File: src/rtl/alu_seq_pkg.sv
// Shared opcode encodings and FSM state type for the sequential ALU.
// Compile with ALU_SEQ_MUL_EN defined to enable the iterative multiplier.
package alu_seq_pkg;

   localparam logic [2:0] OP_AND = 3'b000;
   localparam logic [2:0] OP_OR  = 3'b001;
   localparam logic [2:0] OP_ADD = 3'b010;
   localparam logic [2:0] OP_MUL = 3'b011;
   localparam logic [2:0] OP_NOR = 3'b100;
   localparam logic [2:0] OP_SUB = 3'b110;
   localparam logic [2:0] OP_SLT = 3'b111;

   typedef enum logic [1:0] {
      S_IDLE = 2'd0,
      S_MUL  = 2'd1,
      S_DONE = 2'd2
   } state_t;

endpackage

File: src/rtl/alu_seq_core.sv
// Combinational WIDTH-bit logic/adder/set-less-than unit with zero, overflow and carry flags.
// MUL and reserved opcodes come out as illegal here; the sequencer overrides MUL when enabled.
module alu_seq_core
   import alu_seq_pkg::*;
#(
   parameter int WIDTH = 32
) (
   input  logic [WIDTH-1:0] a_i,
   input  logic [WIDTH-1:0] b_i,
   input  logic [2:0]       op_i,
   output logic [WIDTH-1:0] result_o,
   output logic             zero_o,
   output logic             overflow_o,
   output logic             carry_o,
   output logic             illegal_o
);

   logic             isSub;
   logic [WIDTH-1:0] bOperand;
   logic [WIDTH:0]   sumWide;
   logic [WIDTH-1:0] sum;
   logic             sumCarry;
   logic             sumOvf;

   // SUB and SLT share one adder path: a + ~b + 1.
   assign isSub    = (op_i == OP_SUB) || (op_i == OP_SLT);
   assign bOperand = isSub ? ~b_i : b_i;
   assign sumWide  = {1'b0, a_i} + {1'b0, bOperand} + {{WIDTH{1'b0}}, isSub};
   assign sum      = sumWide[WIDTH-1:0];
   assign sumCarry = sumWide[WIDTH];
   assign sumOvf   = (a_i[WIDTH-1] == bOperand[WIDTH-1]) && (sum[WIDTH-1] != a_i[WIDTH-1]);

   always_comb begin
      result_o   = '0;
      overflow_o = 1'b0;
      carry_o    = 1'b0;
      illegal_o  = 1'b0;
      case (op_i)
         OP_AND: result_o = a_i & b_i;
         OP_OR:  result_o = a_i | b_i;
         OP_NOR: result_o = ~a_i & ~b_i;
         OP_ADD, OP_SUB: begin
            result_o   = sum;
            overflow_o = sumOvf;
            carry_o    = sumCarry;
         end
         // Sign of the difference corrected by overflow gives a true signed compare.
         OP_SLT: result_o = {{(WIDTH-1){1'b0}}, sum[WIDTH-1] ^ sumOvf};
         default: illegal_o = 1'b1;
      endcase
   end

   assign zero_o = (result_o == '0);

endmodule

File: src/rtl/alu_seq.sv
// Sequential ALU: registered results behind a valid/ready handshake, optional shift-add multiplier.
// Define ALU_SEQ_MUL_EN to build the WIDTH-cycle multiplier for opcode 011.
module alu_seq
   import alu_seq_pkg::*;
#(
   parameter int WIDTH = 32,
   parameter int CNT_W = $clog2(WIDTH) + 1
) (
   input  logic             clk,
   input  logic             rst_n,
   input  logic             in_valid,
   output logic             in_ready,
   input  logic [WIDTH-1:0] a,
   input  logic [WIDTH-1:0] b,
   input  logic [2:0]       alu_op,
   output logic             out_valid,
   input  logic             out_ready,
   output logic [WIDTH-1:0] result,
   output logic             zero,
   output logic             overflow,
   output logic             carry,
   output logic             illegal
);

   if (WIDTH < 2 || CNT_W != $clog2(WIDTH) + 1) begin : gBadParam
      $error("alu_seq: WIDTH must be >= 2 and CNT_W must stay derived");
   end

   state_t           state_q;
   logic             inReady_q;
   logic             outValid_q;
   logic [WIDTH-1:0] result_q;
   logic             zero_q;
   logic             overflow_q;
   logic             carry_q;
   logic             illegal_q;

   logic [WIDTH-1:0] coreResult;
   logic             coreZero;
   logic             coreOverflow;
   logic             coreCarry;
   logic             coreIllegal;

   logic             accept;

`ifdef ALU_SEQ_MUL_EN
   logic [2*WIDTH-1:0] acc_q;
   logic [2*WIDTH-1:0] mcand_q;
   logic [WIDTH-1:0]   mplier_q;
   logic [CNT_W-1:0]   count_q;
   logic [2*WIDTH-1:0] acc_d;

   assign acc_d = acc_q + (mplier_q[0] ? mcand_q : '0);
`endif

   alu_seq_core #(.WIDTH(WIDTH)) uCore (
      .a_i        (a),
      .b_i        (b),
      .op_i       (alu_op),
      .result_o   (coreResult),
      .zero_o     (coreZero),
      .overflow_o (coreOverflow),
      .carry_o    (coreCarry),
      .illegal_o  (coreIllegal)
   );

   // in_ready is registered so it stays low for the whole reset cycle.
   assign accept = in_valid && inReady_q;

   always_ff @(posedge clk) begin
      if (!rst_n) begin
         state_q    <= S_IDLE;
         inReady_q  <= 1'b0;
         outValid_q <= 1'b0;
         result_q   <= '0;
         zero_q     <= 1'b0;
         overflow_q <= 1'b0;
         carry_q    <= 1'b0;
         illegal_q  <= 1'b0;
`ifdef ALU_SEQ_MUL_EN
         acc_q      <= '0;
         mcand_q    <= '0;
         mplier_q   <= '0;
         count_q    <= '0;
`endif
      end else begin
         case (state_q)
            S_IDLE: begin
               inReady_q <= 1'b1;
               if (accept) begin
                  inReady_q <= 1'b0;
`ifdef ALU_SEQ_MUL_EN
                  if (alu_op == OP_MUL) begin
                     mcand_q  <= {{WIDTH{1'b0}}, a};
                     mplier_q <= b;
                     acc_q    <= '0;
                     count_q  <= '0;
                     state_q  <= S_MUL;
                  end else
`endif
                  begin
                     result_q   <= coreResult;
                     zero_q     <= coreZero;
                     overflow_q <= coreOverflow;
                     carry_q    <= coreCarry;
                     illegal_q  <= coreIllegal;
                     outValid_q <= 1'b1;
                     state_q    <= S_DONE;
                  end
               end
            end
`ifdef ALU_SEQ_MUL_EN
            // One shift-add step per cycle; the last step publishes the low half.
            S_MUL: begin
               acc_q    <= acc_d;
               mcand_q  <= mcand_q << 1;
               mplier_q <= mplier_q >> 1;
               count_q  <= count_q + 1'b1;
               if (count_q == CNT_W'(WIDTH - 1)) begin
                  result_q   <= acc_d[WIDTH-1:0];
                  zero_q     <= (acc_d[WIDTH-1:0] == '0);
                  overflow_q <= |acc_d[2*WIDTH-1:WIDTH];
                  carry_q    <= 1'b0;
                  illegal_q  <= 1'b0;
                  outValid_q <= 1'b1;
                  state_q    <= S_DONE;
               end
            end
`endif
            S_DONE: begin
               if (out_ready) begin
                  outValid_q <= 1'b0;
                  inReady_q  <= 1'b1;
                  state_q    <= S_IDLE;
               end
            end
            default: begin
               outValid_q <= 1'b0;
               inReady_q  <= 1'b0;
               state_q    <= S_IDLE;
            end
         endcase
      end
   end

   assign in_ready  = inReady_q;
   assign out_valid = outValid_q;
   assign result    = result_q;
   assign zero      = zero_q;
   assign overflow  = overflow_q;
   assign carry     = carry_q;
   assign illegal   = illegal_q;

endmodule

File: config.mk
export PLATFORM = sky130hd
export DESIGN_NAME = alu_seq
export DESIGN_NICKNAME = d
export VERILOG_FILES = /design/src/rtl/alu_seq_pkg.sv /design/src/rtl/alu_seq_core.sv /design/src/rtl/alu_seq.sv
export SDC_FILE = /design/constraint.sdc
export NUM_CORES = 1
export LEC_CHECK = 0
export ABC_CLOCK_PERIOD_IN_PS = 11700
export CORE_MARGIN = 2
export CORE_UTILIZATION = 45
export DETAILED_ROUTE_END_ITERATION = 10
export MAX_ROUTING_LAYER = met4
export PLACE_DENSITY = 0.69
export SETUP_SLACK_MARGIN = 0.5
export SLEW_MARGIN = 20
export SYNTH_ARGS = -nofsm -noshare
export SYNTH_HDL_FRONTEND = slang
export SYNTH_HIERARCHICAL = 1
export SYNTH_SLANG_ARGS = --single-unit
export TNS_END_PERCENT = 20
File: constraint.sdc
create_clock -name clk -period 11.7 [get_ports clk]
set_input_delay 2.34 -clock clk [delete_from_list [all_inputs] [get_ports clk]]
set_output_delay 2.34 -clock clk [all_outputs]
set_load 0.05 [all_outputs]
==> out/summary.json <==
{
  "floorplan": {
    "chipWidth_um": 109,
    "die-area_mm2": 0.0118,
    "floorplan.initialDensity": 0.458,
    "die-height_um": 109,
    "ioPinCount": 109,
    "num_rows": 38,
    "floorplan.core_area_mm2": 0.0108
  },
  "pwr": {
    "ir_drop_uv": 65.0,
    "netSwitchingPower_uw": 241,
    "power_report.internal_total_uw": 314,
    "share_clk_of_total_power": 0.158,
    "pwr-share-comb": 0.592,
    "power.sequential.fraction": 0.250,
    "cellPowerDensity_mw_per_mm2": 91.0,
    "power_leakage_uw": 0.00230,
    "power_switching_share": 0.434
  },
  "clock_network": {
    "clk_pin_slew_worst_paths_ps": 70,
    "ctsHoldBuffers": 0,
    "post_cts.resized_instances": 0,
    "worst_skew_pair_latency_ps": 290,
    "cts.repair_timing.setup_buffer_count": 0,
    "ctsHtreeMaxLevel": 2,
    "tritoncts": "yes",
    "cts.sinks": 38,
    "ctsRootBufferMaster": "sky130_fd_sc_hd__clkbuf_8",
    "max-clock-path-buffers": 2,
    "cts_inserted_buffers": 5
  },
  "timing": {
    "clock.fmax_mhz": 134,
    "post-route-period-util": 0.639,
    "max_slew.worst_pin.slew_ps": 1080,
    "unrepaired_setup_endpoints_after_global_routing": "no",
    "relSlewSlack": 0.282,
    "maxSlewViolCount": 0,
    "fin_worst_skew_ps": 6.29,
    "finalSetupViolations": 0,
    "timing.setup.tns_ps": 0,
    "timing_hold_violations_final": 0,
    "period_minus_slack_ps": 7480
  },
  "route": {
    "wl_mm": 16.2,
    "postRouteAntennaNets": 0,
    "detailedRoute.firstIterationViolations": 332,
    "route.detailed.drc": 0,
    "vias_per_cell": 5.99,
    "vias": 5374,
    "avgRoutedWirePerCell_um": 18.0,
    "first_pass_iters": 5
  },
  "synth": {
    "share_of_synthesized_flip_flops_with_an_asynchronous_set_or_reset": 0,
    "post_synth_instance_area_mm2": 0.00494,
    "synth.yosys.warnings": 6,
    "syn_nets": 787,
    "ys_ff_latch": 38,
    "synth_cell_type_count": 79,
    "avgSynthCellArea_um2": 7.25,
    "postSynth.topFlopCell": "sky130_fd_sc_hd__dfxtp_1",
    "ys_seq_area_frac": 0.154,
    "postSynthCellCount": 681,
    "synth_enable_flop_cells": 0
  },
  "placed_design": {
    "postPlaceCellArea_mm2": 0.00601,
    "port_buffers": 108,
    "dp.final_hpwl_mm": 12.3,
    "gp_routability_congestion": 0.946
  },
  "setup_path": {
    "critical_path_at_ps": 7690,
    "cp.required_ps": 11910,
    "cp_max_fo": 32,
    "critical_path_class": "input pin to register",
    "crit_path_end_kind": "register",
    "critPathLaunchType": "input pin"
  },
  "run": {
    "max_capacitance_violation_count": 0
  },
  "grt": {
    "global_route.usage.total": 0.283,
    "vias_in_the_first_global_route": 5274,
    "grt_first_pass_wirelength_mm": 25.9,
    "grt_max_degree": 75,
    "number_of_antenna_violations_at_the_first_check_in_global_routing": 0,
    "grt_overflow": 0
  },
  "cells_and_area": {
    "drive_above_1_share": 0.0476,
    "finalNetCount": 864,
    "insertedDiodeCount": 0,
    "postLayoutCellArea_mm2": 0.00610,
    "layout-area-overhead-vs-synth_pct": 23.4
  },
  "worst_hold_path": {
    "hold_path.class": "register to register"
  },
  "run_status": {
    "run_status": "finished, final reports clean"
  }
}
## flip-flops by register name, summed over array words and instances, names as in the netlist
name,cells
zero,1
carry,1
in_ready,1
result,32
state_q,1
illegal,1
overflow,1
## stage by stage
step | cells | setup slack (ps) | utilization | hold slack (ps) | total power (uW)
global route | 897 | 3920 | 0.565 | 472 | 591
floorplan | 681 | 5240 | - | 674 | 368
CTS | 897 | 4330 | 0.565 | 463 | 552
detailed placement | 891 | 4020 | 0.557 | 448 | 463
global placement | 891 | 4160 | 0.557 | 444 | 460
finish | 897 | 4220 | 0.565 | 459 | 555
## cells by family (layout without fill, tap and decap cells)
| family | count (synthesis) | after routing | share of synthesized area |
|---|---|---|---|
| and+or+nand+nor | 250 | 250 | 0.235 |
| AOI/OAI and AO/OA | 193 | 193 | 0.264 |
| buffers and inverters | 60 | 136 | 0.0588 |
| xor gates and xnor gates | 56 | 56 | 0.0993 |
| adders and majority gates | 45 | 45 | 0.110 |
| muxes | 39 | 39 | 0.0790 |
| DFF | 38 | 38 | 0.154 |
## worst paths after layout
kind / depth (start not counted) / slack (ps) / startpoint / endpoint
worst max register to register: 2 / 10050 / state_q[1] / result[22]
worst min-delay path: 2 / 460 / carry / carry
worst max-delay path: 16 / 4220 / alu_op[2] / zero
worst min register to register: 2 / 460 / carry / carry
## routing by layer
layer / part of all wire / vias to the layer above / track usage
met4: 0.029 / 0 / 0.0907
met5: 0 / - / -
li1: - / 2626 / -
met1: 0.44 / 2538 / 0.347
met2: 0.48 / 186 / 0.484
met3: 0.057 / 24 / 0.0335
## area by class of cell
class,count,area [um2]
Fill cell,1042,4700
Multi-Input combinational cell,583,3900
Timing Repair Buffer,114,1120
Sequential cell,38,761
Tap cell,140,175
Clock buffer,6,82.6
Inverter,16,60.1
## power groups by stage
| stage | registers, uW | logic [uW] | clock network, uW |
|---|---|---|---|
| detailed placement | 142 | 322 | 0 |
| floorplan | 162 | 206 | 0 |
| global route | 139 | 356 | 95.2 |
| global placement | 141 | 319 | 0 |
| finish | 139 | 328 | 87.7 |
| CTS | 139 | 324 | 90.1 |
## cell usage after synthesis, types with 3 or more instances
cell | n | area, um2
sky130_fd_sc_hd__a211oi_1 | 3 | 22.5
sky130_fd_sc_hd__a21o_1 | 15 | 113
sky130_fd_sc_hd__a21oi_1 | 40 | 200
sky130_fd_sc_hd__a221oi_1 | 4 | 35.0
sky130_fd_sc_hd__a22oi_1 | 20 | 150
sky130_fd_sc_hd__a31oi_1 | 4 | 25.0
sky130_fd_sc_hd__and3_1 | 3 | 18.8
sky130_fd_sc_hd__and3b_1 | 3 | 26.3
sky130_fd_sc_hd__buf_1 | 6 | 22.5
sky130_fd_sc_hd__buf_2 | 9 | 45.0
sky130_fd_sc_hd__buf_4 | 4 | 30.0
sky130_fd_sc_hd__buf_6 | 3 | 33.8
sky130_fd_sc_hd__clkbuf_1 | 21 | 78.8
sky130_fd_sc_hd__dfxtp_1 | 38 | 761
sky130_fd_sc_hd__ha_1 | 34 | 425
sky130_fd_sc_hd__inv_1 | 15 | 56.3
sky130_fd_sc_hd__maj3_1 | 10 | 100
sky130_fd_sc_hd__mux2i_1 | 39 | 390
sky130_fd_sc_hd__nand2_1 | 123 | 462
sky130_fd_sc_hd__nand3_1 | 6 | 30.0
sky130_fd_sc_hd__nand4_1 | 10 | 62.6
sky130_fd_sc_hd__nor2_1 | 58 | 218
sky130_fd_sc_hd__nor3_1 | 20 | 100
sky130_fd_sc_hd__nor4_1 | 3 | 18.8
sky130_fd_sc_hd__o211ai_1 | 5 | 37.5
sky130_fd_sc_hd__o21a_1 | 5 | 37.5
sky130_fd_sc_hd__o21ai_0 | 42 | 210
sky130_fd_sc_hd__o21bai_1 | 4 | 30.0
sky130_fd_sc_hd__o22ai_1 | 14 | 87.6
sky130_fd_sc_hd__o311ai_0 | 3 | 26.3
sky130_fd_sc_hd__o31ai_1 | 5 | 37.5
sky130_fd_sc_hd__xnor2_1 | 44 | 385
sky130_fd_sc_hd__xor2_1 | 12 | 105
## critical path, stage by stage
cell,delay [ps]
sky130_fd_sc_hd__clkdlybuf4s50_1,850
sky130_fd_sc_hd__nand2_2,760
sky130_fd_sc_hd__xnor2_1,370
sky130_fd_sc_hd__fa_1,490
sky130_fd_sc_hd__a21o_1,220
sky130_fd_sc_hd__a221oi_4,400
sky130_fd_sc_hd__o21ai_1,160
sky130_fd_sc_hd__xnor2_1,170
sky130_fd_sc_hd__o22ai_1,160
sky130_fd_sc_hd__or4bb_1,560
sky130_fd_sc_hd__nor4_1,330
sky130_fd_sc_hd__nand4bb_1,220
sky130_fd_sc_hd__nor4b_2,250
sky130_fd_sc_hd__and4bb_1,220
sky130_fd_sc_hd__nand2_1,50
sky130_fd_sc_hd__mux2i_1,140
## cells in the final DEF (no fill, tap or decap), drive strengths merged, types with 3 or more instances in the layout
master	Yosys	final
and3b	3	3
xnor2	44	44
clkdlybuf4s50	0	107
nor3	20	20
a21o	15	15
xor2	12	12
o21ai	44	44
a211oi	4	4
nor4	4	4
ha	34	34
a21oi	42	42
and3	4	4
mux2i	39	39
nand2	123	123
o21a	5	5
buf	23	7
clkbuf	21	6
nand3	6	6
maj3	10	10
o211ai	5	5
o21bai	4	4
o31ai	5	5
o311ai	3	3
a221oi	5	5
o22ai	14	14
nor2	58	58
dfxtp	38	38
a2111oi	3	3
inv	16	16
nand4	10	10
a22oi	20	20
a31oi	4	4
Power figures use the tool's default switching activity.
